## config.mk

```make
export PLATFORM = sky130hd
export DESIGN_NAME = seqdet_sequencer_flat
export DESIGN_NICKNAME = d
export VERILOG_FILES = /design/src/rtl/seqdet_sequencer_if.sv /design/src/rtl/seqdet_sequencer.sv /design/src/flat_wrapper.sv
export SDC_FILE = /design/constraint.sdc
export NUM_CORES = 1
export LEC_CHECK = 0
export ABC_AREA = 1
export CORE_MARGIN = 2
export CORE_UTILIZATION = 40
export DETAILED_ROUTE_END_ITERATION = 12
export GPL_ROUTABILITY_DRIVEN = 0
export PLACE_DENSITY = 0.69
export SYNTH_ARGS = -nofsm -noshare
export SYNTH_HDL_FRONTEND = slang
export SYNTH_SLANG_ARGS = --single-unit
```

## constraint.sdc

```tcl
create_clock -name clk -period 3 [get_ports clk]
set_input_delay 0.75 -clock clk [delete_from_list [all_inputs] [get_ports clk]]
set_output_delay 0.75 -clock clk [all_outputs]
set_load 0.01 [all_outputs]
```

## src/rtl/seqdet_sequencer_if.sv

```systemverilog
// Host/detector bundle for the sequence-detector sequencer.
// Latency: n/a (signal grouping only).
// Backpressure: none; start is a level request sampled only while the sequencer is idle.
interface seqdet_sequencer_if #(
  parameter int WIDTH = 8,
  parameter int CNT_W = 4,
  parameter int IDX_W = $clog2(WIDTH)
) ();
  localparam int LEN_W = $clog2(WIDTH) + 1;

  logic             start;
  logic [WIDTH-1:0] pattern;
  logic [LEN_W-1:0] len;
  logic             z;
  logic             det_reset;
  logic             w;
  logic             busy;
  logic             done;
  logic [CNT_W-1:0] match_count;
  logic             found;
  logic [IDX_W-1:0] first_idx;

  // Sequencer side.
  modport slave (
    input  start, pattern, len, z,
    output det_reset, w, busy, done, match_count, found, first_idx
  );

  // Host / detector side.
  modport master (
    output start, pattern, len, z,
    input  det_reset, w, busy, done, match_count, found, first_idx
  );
endinterface

```

## src/rtl/seqdet_sequencer.sv

```systemverilog
// Clears a two-in-a-row detector, shifts a pattern into it LSB first, and tallies z matches.
// Latency: done pulses L+3 cycles after start is accepted (L = clamped len).
// Backpressure: start is only sampled in IDLE; requests while busy are dropped, not queued.
module seqdet_sequencer #(
  parameter int WIDTH = 8,
  parameter int CNT_W = 4,
  parameter int IDX_W = $clog2(WIDTH)
) (
  input  logic clk,
  input  logic reset,
  seqdet_sequencer_if.slave bus
);
  localparam int LEN_W = $clog2(WIDTH) + 1;
  localparam logic [LEN_W-1:0] LEN_MAX = LEN_W'(WIDTH);
  localparam logic [CNT_W-1:0] CNT_MAX = '1;

  typedef enum logic [2:0] {
    S_IDLE  = 3'd0,
    S_CLEAR = 3'd1,
    S_SHIFT = 3'd2,
    S_DRAIN = 3'd3,
    S_DONE  = 3'd4
  } state_t;

  state_t           state, state_nxt;
  logic [WIDTH-1:0] shreg;
  logic [LEN_W-1:0] len_q;
  logic [LEN_W-1:0] len_clamp;
  logic [IDX_W-1:0] idx;
  logic [IDX_W-1:0] sample_bit;
  logic             sample_en;
  logic             last_bit;
  logic [CNT_W-1:0] match_count;
  logic             found;
  logic [IDX_W-1:0] first_idx;

  // Zero or oversize lengths mean "use the whole pattern".
  assign len_clamp = (bus.len == '0 || bus.len > LEN_MAX) ? LEN_MAX : bus.len;
  assign last_bit  = (LEN_W'(idx) == len_q - LEN_W'(1));

  // Next state, plus which pattern bit the current z sample belongs to (z lags w by one cycle).
  always_comb begin
    state_nxt  = state;
    sample_en  = 1'b0;
    sample_bit = '0;
    case (state)
      S_IDLE:  if (bus.start) state_nxt = S_CLEAR;
      S_CLEAR: state_nxt = S_SHIFT;
      S_SHIFT: begin
        sample_en  = (idx != '0);
        sample_bit = idx - IDX_W'(1);
        if (last_bit) state_nxt = S_DRAIN;
      end
      S_DRAIN: begin
        sample_en  = 1'b1;
        sample_bit = IDX_W'(len_q - LEN_W'(1));
        state_nxt  = S_DONE;
      end
      S_DONE:  state_nxt = S_IDLE;
      default: state_nxt = S_IDLE;
    endcase
  end

  // State register.
  always_ff @(posedge clk) begin
    if (reset) state <= S_IDLE;
    else       state <= state_nxt;
  end

  // Pattern shifting, bit index, and match bookkeeping; results persist until the next accepted start.
  always_ff @(posedge clk) begin
    if (reset) begin
      shreg       <= '0;
      len_q       <= '0;
      idx         <= '0;
      match_count <= '0;
      found       <= 1'b0;
      first_idx   <= '0;
    end else begin
      case (state)
        S_IDLE: begin
          if (bus.start) begin
            shreg       <= bus.pattern;
            len_q       <= len_clamp;
            match_count <= '0;
            found       <= 1'b0;
            first_idx   <= '0;
          end
        end
        S_CLEAR: idx <= '0;
        S_SHIFT: begin
          shreg <= shreg >> 1;
          idx   <= idx + IDX_W'(1);
        end
        default: ;
      endcase
      if (sample_en && bus.z) begin
        if (match_count != CNT_MAX) match_count <= match_count + CNT_W'(1);
        if (!found) begin
          found     <= 1'b1;
          first_idx <= sample_bit;
        end
      end
    end
  end

  // The detector is held clear whenever this block is in reset as well as during CLEAR.
  assign bus.det_reset   = reset || (state == S_CLEAR);
  assign bus.w           = (state == S_SHIFT) && shreg[0];
  assign bus.busy        = (state == S_CLEAR) || (state == S_SHIFT) || (state == S_DRAIN);
  assign bus.done        = (state == S_DONE);
  assign bus.match_count = match_count;
  assign bus.found       = found;
  assign bus.first_idx   = first_idx;
endmodule

```

## src/flat_wrapper.sv

```systemverilog
// flat-port wrapper written by rule: the top's interface ports become plain ports
module seqdet_sequencer_flat 
#(
  parameter int WIDTH = 8,
  parameter int CNT_W = 4,
  parameter int IDX_W = $clog2(WIDTH)
)
  (clk, reset, bus_start, bus_pattern, bus_len, bus_z, bus_det_reset, bus_w, bus_busy, bus_done, bus_match_count, bus_found, bus_first_idx);
  seqdet_sequencer_if #(.WIDTH(WIDTH), .CNT_W(CNT_W), .IDX_W(IDX_W)) bus_i ();
  input  logic clk;
  input  logic reset;
  input wire logic [$bits(bus_i.start)-1:0] bus_start;
  input wire logic [$bits(bus_i.pattern)-1:0] bus_pattern;
  input wire logic [$bits(bus_i.len)-1:0] bus_len;
  input wire logic [$bits(bus_i.z)-1:0] bus_z;
  output wire logic [$bits(bus_i.det_reset)-1:0] bus_det_reset;
  output wire logic [$bits(bus_i.w)-1:0] bus_w;
  output wire logic [$bits(bus_i.busy)-1:0] bus_busy;
  output wire logic [$bits(bus_i.done)-1:0] bus_done;
  output wire logic [$bits(bus_i.match_count)-1:0] bus_match_count;
  output wire logic [$bits(bus_i.found)-1:0] bus_found;
  output wire logic [$bits(bus_i.first_idx)-1:0] bus_first_idx;
  assign bus_i.start = bus_start;
  assign bus_i.pattern = bus_pattern;
  assign bus_i.len = bus_len;
  assign bus_i.z = bus_z;
  assign bus_det_reset = bus_i.det_reset;
  assign bus_w = bus_i.w;
  assign bus_busy = bus_i.busy;
  assign bus_done = bus_i.done;
  assign bus_match_count = bus_i.match_count;
  assign bus_found = bus_i.found;
  assign bus_first_idx = bus_i.first_idx;
  seqdet_sequencer #(.WIDTH(WIDTH), .CNT_W(CNT_W), .IDX_W(IDX_W)) u_core (.clk(clk), .reset(reset), .bus(bus_i));
endmodule
```

==> out/results.txt, run 1 <==
Status -> completed
Die Area -> 3960 sq um
# setup viols final -> 0
Clock buffer depth -> 2
Num CTS Buffers -> 3
Final Skew -> 5.08 ps
Fin nets -> 260
Post-CTS setup buffers -> 0
Share of layout cells above drive strength 1 -> 5.49%
Core Rows -> 21
Total track usage -> 14.6%
Number of distinct library cells after synthesis -> 24
Yosys top cell area share -> 37.5%
Peak VDD IR -> 0.167 mV
WS Path Type -> primary input to primary output
Power Density -> 417 nW/um^2
Combinational share of power -> 25.3%
Synth Warn # -> 0
Setup TNS Final -> 0 ps
Net Sw Power -> 0.221 mW
Leading area contributor after synthesis -> dfxtp_1
Pre-CTS WS -> 292 ps
Synth top area cells -> dfxtp_1, nand2_1, inv_1
Yosys reg bits -> 26
Antenna cells -> 0
Syn-to-layout area delta -> 23.2%
Slew Limit Fails -> 0
Sequential power share -> 54.1%
Main flop type after synthesis -> dfxtp_1
Sequential share of the synthesized area -> 37.5%
Number of synthesized flops with an enable pin -> 0
Vias in the first global route -> 1157
Crit path required time -> 2250 ps
Drt wl/cell -> 9.77 um
Switch share -> 31.0%
Mux share of post-synthesis cell area -> 0%
Leak -> 0.780 nW
Most frequent cell after synthesis -> nand2_1
Simple-gate share of the synthesized area -> 33.5%
Synth Area in Compound Gates -> 10.5%
Die Span Y -> 62.9 um
DRT Wirelength -> 2.76 mm
TritonCTS clock tree -> built
Xor and xnor fraction of the mapped netlist area -> 1.26%
DPL Wire Length -> 2.08 mm
Via density -> 4.62
Clock transition at the registers of the reported paths -> 130 ps
Synth top cells by count -> nand2_1, inv_1, dfxtp_1
Async set-reset flop share out of synthesis -> 0%
Power Internal -> 0.493 mW
Syn Area/Cell -> 6.61 sq um
CTS Hold Bufs -> 0
Slew @ Worst Pin -> 540 ps
Clock sink count -> 26
Largest net degree at the start of global routing -> 15
RSZ-0062 raised after global routing -> no
Die width -> 62.9 um
Final ANT Viol Nets -> 0
Syn Inst Count -> 210
Clock share of power -> 20.6%
Synth Area in Adders -> 4.50%
Crit-path max FO -> 2
Remaining Overflow, GRT -> 0
Tcrit/Tclk final -> 89.8%
Port bufs -> 27
Startpoint types -> primary input
Post-cts sizing count -> 0
Finished Layout Cells -> 283
Fin. Hold Viols -> 0
Initial core utilization -> 41.6%
Total number of vias -> 1307
CP Data Arrival Time -> 1940 ps
Root Driver -> clkbuf_4
Max Cap Violations -> 0
DRT iter0 DRCs -> 49
Min Clock Period, post-route -> 2690 ps
Setup crit end kind -> primary output
Worst slew margin -> 63.7%
Final worst slack -> 306 ps
First-pass GRT wire length -> 4.75 mm
# placed instances -> 280
TritonRoute pass-1 iters -> 4
Mapped Area -> 1390 sq um
Clock latency at the later pin of the worst-skew pair -> 320 ps
DRC viols -> 0
Initial antenna violation count -> 0
Internal reg-to-reg setup slack -> 1520 ps
Hold WC Path Type -> register to register
Largest family of logic cells by synthesized area -> simple AND/OR/NAND/NOR gates
H-tree depth -> 1
Core box area -> 3340 sq um
F_max -> 371 MHz
Io pins -> 28
Synthesized Nets -> 231
==> cell families (layout without fill, tap and decap cells) <==
kind of cell	after synthesis	in the layout
simple gates	109	109
buf+inv	41	68
compound gates	27	27
flops	26	26
fa+ha+maj	5	5
xor+xnor	2	2
==> metrics by stage <==
step	utilization [%]	total power, mW	hold WS [ps]	instance area (sq um)
after floorplan	-	0.520	445	1390
after global placement	50.6	0.572	458	1690
after detailed placement	50.6	0.574	462	1690
after CTS	51.3	0.722	480	1710
after global routing	51.3	0.762	513	1710
final	51.3	0.714	476	1710
==> placed cells by master, fill, tap and decap left out, drive strengths merged, types with 4 or more instances in the layout <==
cell type      instances
nor2                  22
dfxtp                 26
inv                   36
ha                     5
nor3                   4
a21oi                 13
o21ai                 10
nand2                 63
nand3                 18
clkdlybuf4s50         27
==> area by class of cell <==
cell class / count / area (sq um)
Tap cell: 46 / 57.6
Multi-Input combinational cell: 143 / 691
Fill cell: 359 / 1630
Sequential cell: 26 / 520
Inverter: 36 / 135
Timing Repair Buffer: 29 / 285
Clock buffer: 3 / 22.5
==> path summary, 6_finish.rpt <==
kind	from	to	cells past startpoint
hold / removal	u_core.shreg[7]	u_core.shreg[7]	2
setup reg to reg	u_core.state[0]	u_core.bus.match_count[2]	6
hold reg to reg	u_core.shreg[7]	u_core.shreg[7]	2
setup / recovery	reset	bus_det_reset	4
==> flip-flops by register name, indices dropped and copies added (netlist names) <==
register                cells
u_core.idx                  3
u_core.len_q                4
u_core.bus.match_count      4
u_core.bus.first_idx        3
u_core.bus.found            1
u_core.state                3
u_core.shreg                8
==> power by group through the flow <==
stage | combinational, mW | sequential [mW] | clock [mW]
after floorplan | 0.132 | 0.388 | 0
after global placement | 0.179 | 0.393 | 0
after detailed placement | 0.180 | 0.394 | 0
after CTS | 0.182 | 0.386 | 0.154
after global routing | 0.204 | 0.390 | 0.168
final | 0.181 | 0.386 | 0.147
==> worst max-delay path, stage by stage <==
cell             delay (ps)
clkdlybuf4s50_1         500
inv_1                    70
nand2_1                  90
clkdlybuf4s50_1         540
==> per-layer routing <==
metal,global-route usage (%),up-vias,wire length (um)
met3,1.80,5,98
li1,-,710,-
met2,22.5,22,1150
met5,0,-,0
met1,20.5,570,1470
met4,5.83,0,44
Power figures use the tool's default switching activity.
==> run 2: changes to the inputs <==
Settings changed: MAX_ROUTING_LAYER set to met4, RECOVER_POWER set to 50.
==> run 2 against run 1 <==
Against the previous run: non-clock buffer count did not move; clock power about the same; critical path depth did not move; flip-flop and latch count did not move; first-iteration DRC count fell by 8.2%; largest power group unchanged; highest routed layer unchanged; wire length down 0.14%.
==> out/results.txt, run 2 (synthesis results as in run 1) <==
Power Density -> 418 nW/um^2
Total number of vias -> 1314
Setup crit end kind -> primary output
Clock transition at the registers of the reported paths -> 130 ps
Final ANT Viol Nets -> 0
Most frequent cells in the layout -> nand2_1, inv_1, dfxtp_1, clkdlybuf4s50_1
Total Power Consumption -> 0.711 mW
Peak VDD IR -> 0.168 mV
Clock buffer depth -> 2
Number of flip-flops in the largest register -> 8
H-tree depth -> 1
Fill count -> 361
Io pins -> 28
Startpoint types -> primary input
CP cell instances -> dlygate4sd3_1, inv_1, nand2_1, clkdlybuf4s50_1
Remaining Overflow, GRT -> 0
CP Data Arrival Time -> 2010 ps
Most common cell after layout, fill and taps aside -> nand2_1
Drt wl/cell -> 9.75 um
First-pass GRT wire length -> 4.75 mm
CP peak stage delay -> 570 ps
Final Util -> 50.9%
Syn-to-layout area delta -> 22.3%
Total track usage -> 15.0%
Crit path required time -> 2250 ps
DRT iter0 DRCs -> 45
Num CTS Buffers -> 3
Max Cap Violations -> 0
Crit path buf inv count -> 3
CP max-delay cell -> dlygate4sd3_1
Share of layout cells above drive strength 1 -> 3.80%
Tcrit/Tclk final -> 92.0%
Crit-path max FO -> 2
Initial core utilization -> 41.6%
Biggest register -> u_core.shreg
Leak -> 0.772 nW
Vias in the first global route -> 1156
Status -> completed
Hold WC Path Type -> register to register
Final Skew -> 6.21 ps
Clock sink count -> 26
TritonCTS clock tree -> built
DRC viols -> 0
Antenna cells -> 0
WS Path Type -> primary input to primary output
DPL Wire Length -> 2.08 mm
F_max -> 362 MHz
RSZ-0062 raised after global routing -> no
Slew Limit Fails -> 0
Port bufs -> 27
Post-cts sizing count -> 0
Die Span Y -> 62.9 um
Worst slew margin -> 58.2%
Die width -> 62.9 um
Fin nets -> 260
Min Clock Period, post-route -> 2760 ps
Top Registers -> u_core.shreg x8, u_core.bus.match_count x4, u_core.len_q x4
TritonRoute pass-1 iters -> 4
Largest net degree at the start of global routing -> 15
DRT Wirelength -> 2.76 mm
Root Driver -> clkbuf_4
Setup TNS Final -> 0 ps
CTS Hold Bufs -> 0
Fin. Hold Viols -> 0
Slew @ Worst Pin -> 628 ps
Initial antenna violation count -> 0
Top delay family on crit path -> buffers and inverters
Clock latency at the later pin of the worst-skew pair -> 320 ps
Via density -> 4.64
# setup viols final -> 0
Core box area -> 3340 sq um
Die Area -> 3960 sq um
Post-CTS setup buffers -> 0
Core Rows -> 21
## run 2: cell count changes in the layout (fill, tap and decap cells not counted), sizes merged
| cell | before | now |
|---|---|---|
| buf | 2 | 0 |
| clkbuf | 3 | 5 |
| clkdlybuf4s50 | 27 | 25 |
| dlygate4sd3 | 0 | 2 |
## run 2: layer usage
layer  share of wire [%]  routed length [um]  vias up  track usage [%]
li1                    -                   -      712                -
met1                  53                1460      573             20.5
met2                  42                1150       24             22.5
met3                 3.6                  99        5             1.80
met4                 1.6                  44        0             5.83
met5                   0                   0        -                -
## run 2: metrics by stage
step | cells | setup slack (ps) | instance area, sq um | hold slack (ps)
global placement | 280 | 296 | 1690 | 458
finish | 283 | 240 | 1700 | 476
global route | 283 | 188 | 1700 | 513
detailed placement | 280 | 292 | 1690 | 462
CTS | 283 | 292 | 1710 | 480
floorplan | 210 | 1360 | 1390 | 445
## run 2: worst register-to-register path: cells and delay by family (launching register included)
family | cells | cell delay [ps]
buffers and inverters | 2 | 420
DFF | 1 | 540
AOI/OAI and AO/OA | 1 | 100
and+or+nand+nor | 3 | 670
## run 2: final cells by class
| class | instances | area [sq um] | share of cell area [%] |
|---|---|---|---|
| Multi-Input combinational cell | 143 | 686 | 40.4 |
| Sequential cell | 26 | 520 | 30.6 |
| Timing Repair Buffer | 29 | 278 | 16.3 |
| Inverter | 36 | 135 | 7.95 |
| Tap cell | 46 | 57.6 | 3.39 |
| Clock buffer | 3 | 22.5 | 1.33 |
## run 2: path summary, 6_finish.rpt
check | from | endpoint | slack [ps] | cells past startpoint
max | reset | bus_det_reset | 240 | 4
min | u_core.shreg[7] | u_core.shreg[7] | 480 | 2
max reg2reg | u_core.state[1] | u_core.bus.match_count[3] | 1210 | 6
min reg2reg | u_core.shreg[7] | u_core.shreg[7] | 480 | 2
## run 2: where the power goes
part	switching, mW	total, mW	internal (mW)
clock network	0.101	0.148	0.0471
logic	0.102	0.177	0.0751
registers	0.0179	0.386	0.368
total	0.221	0.711	0.490
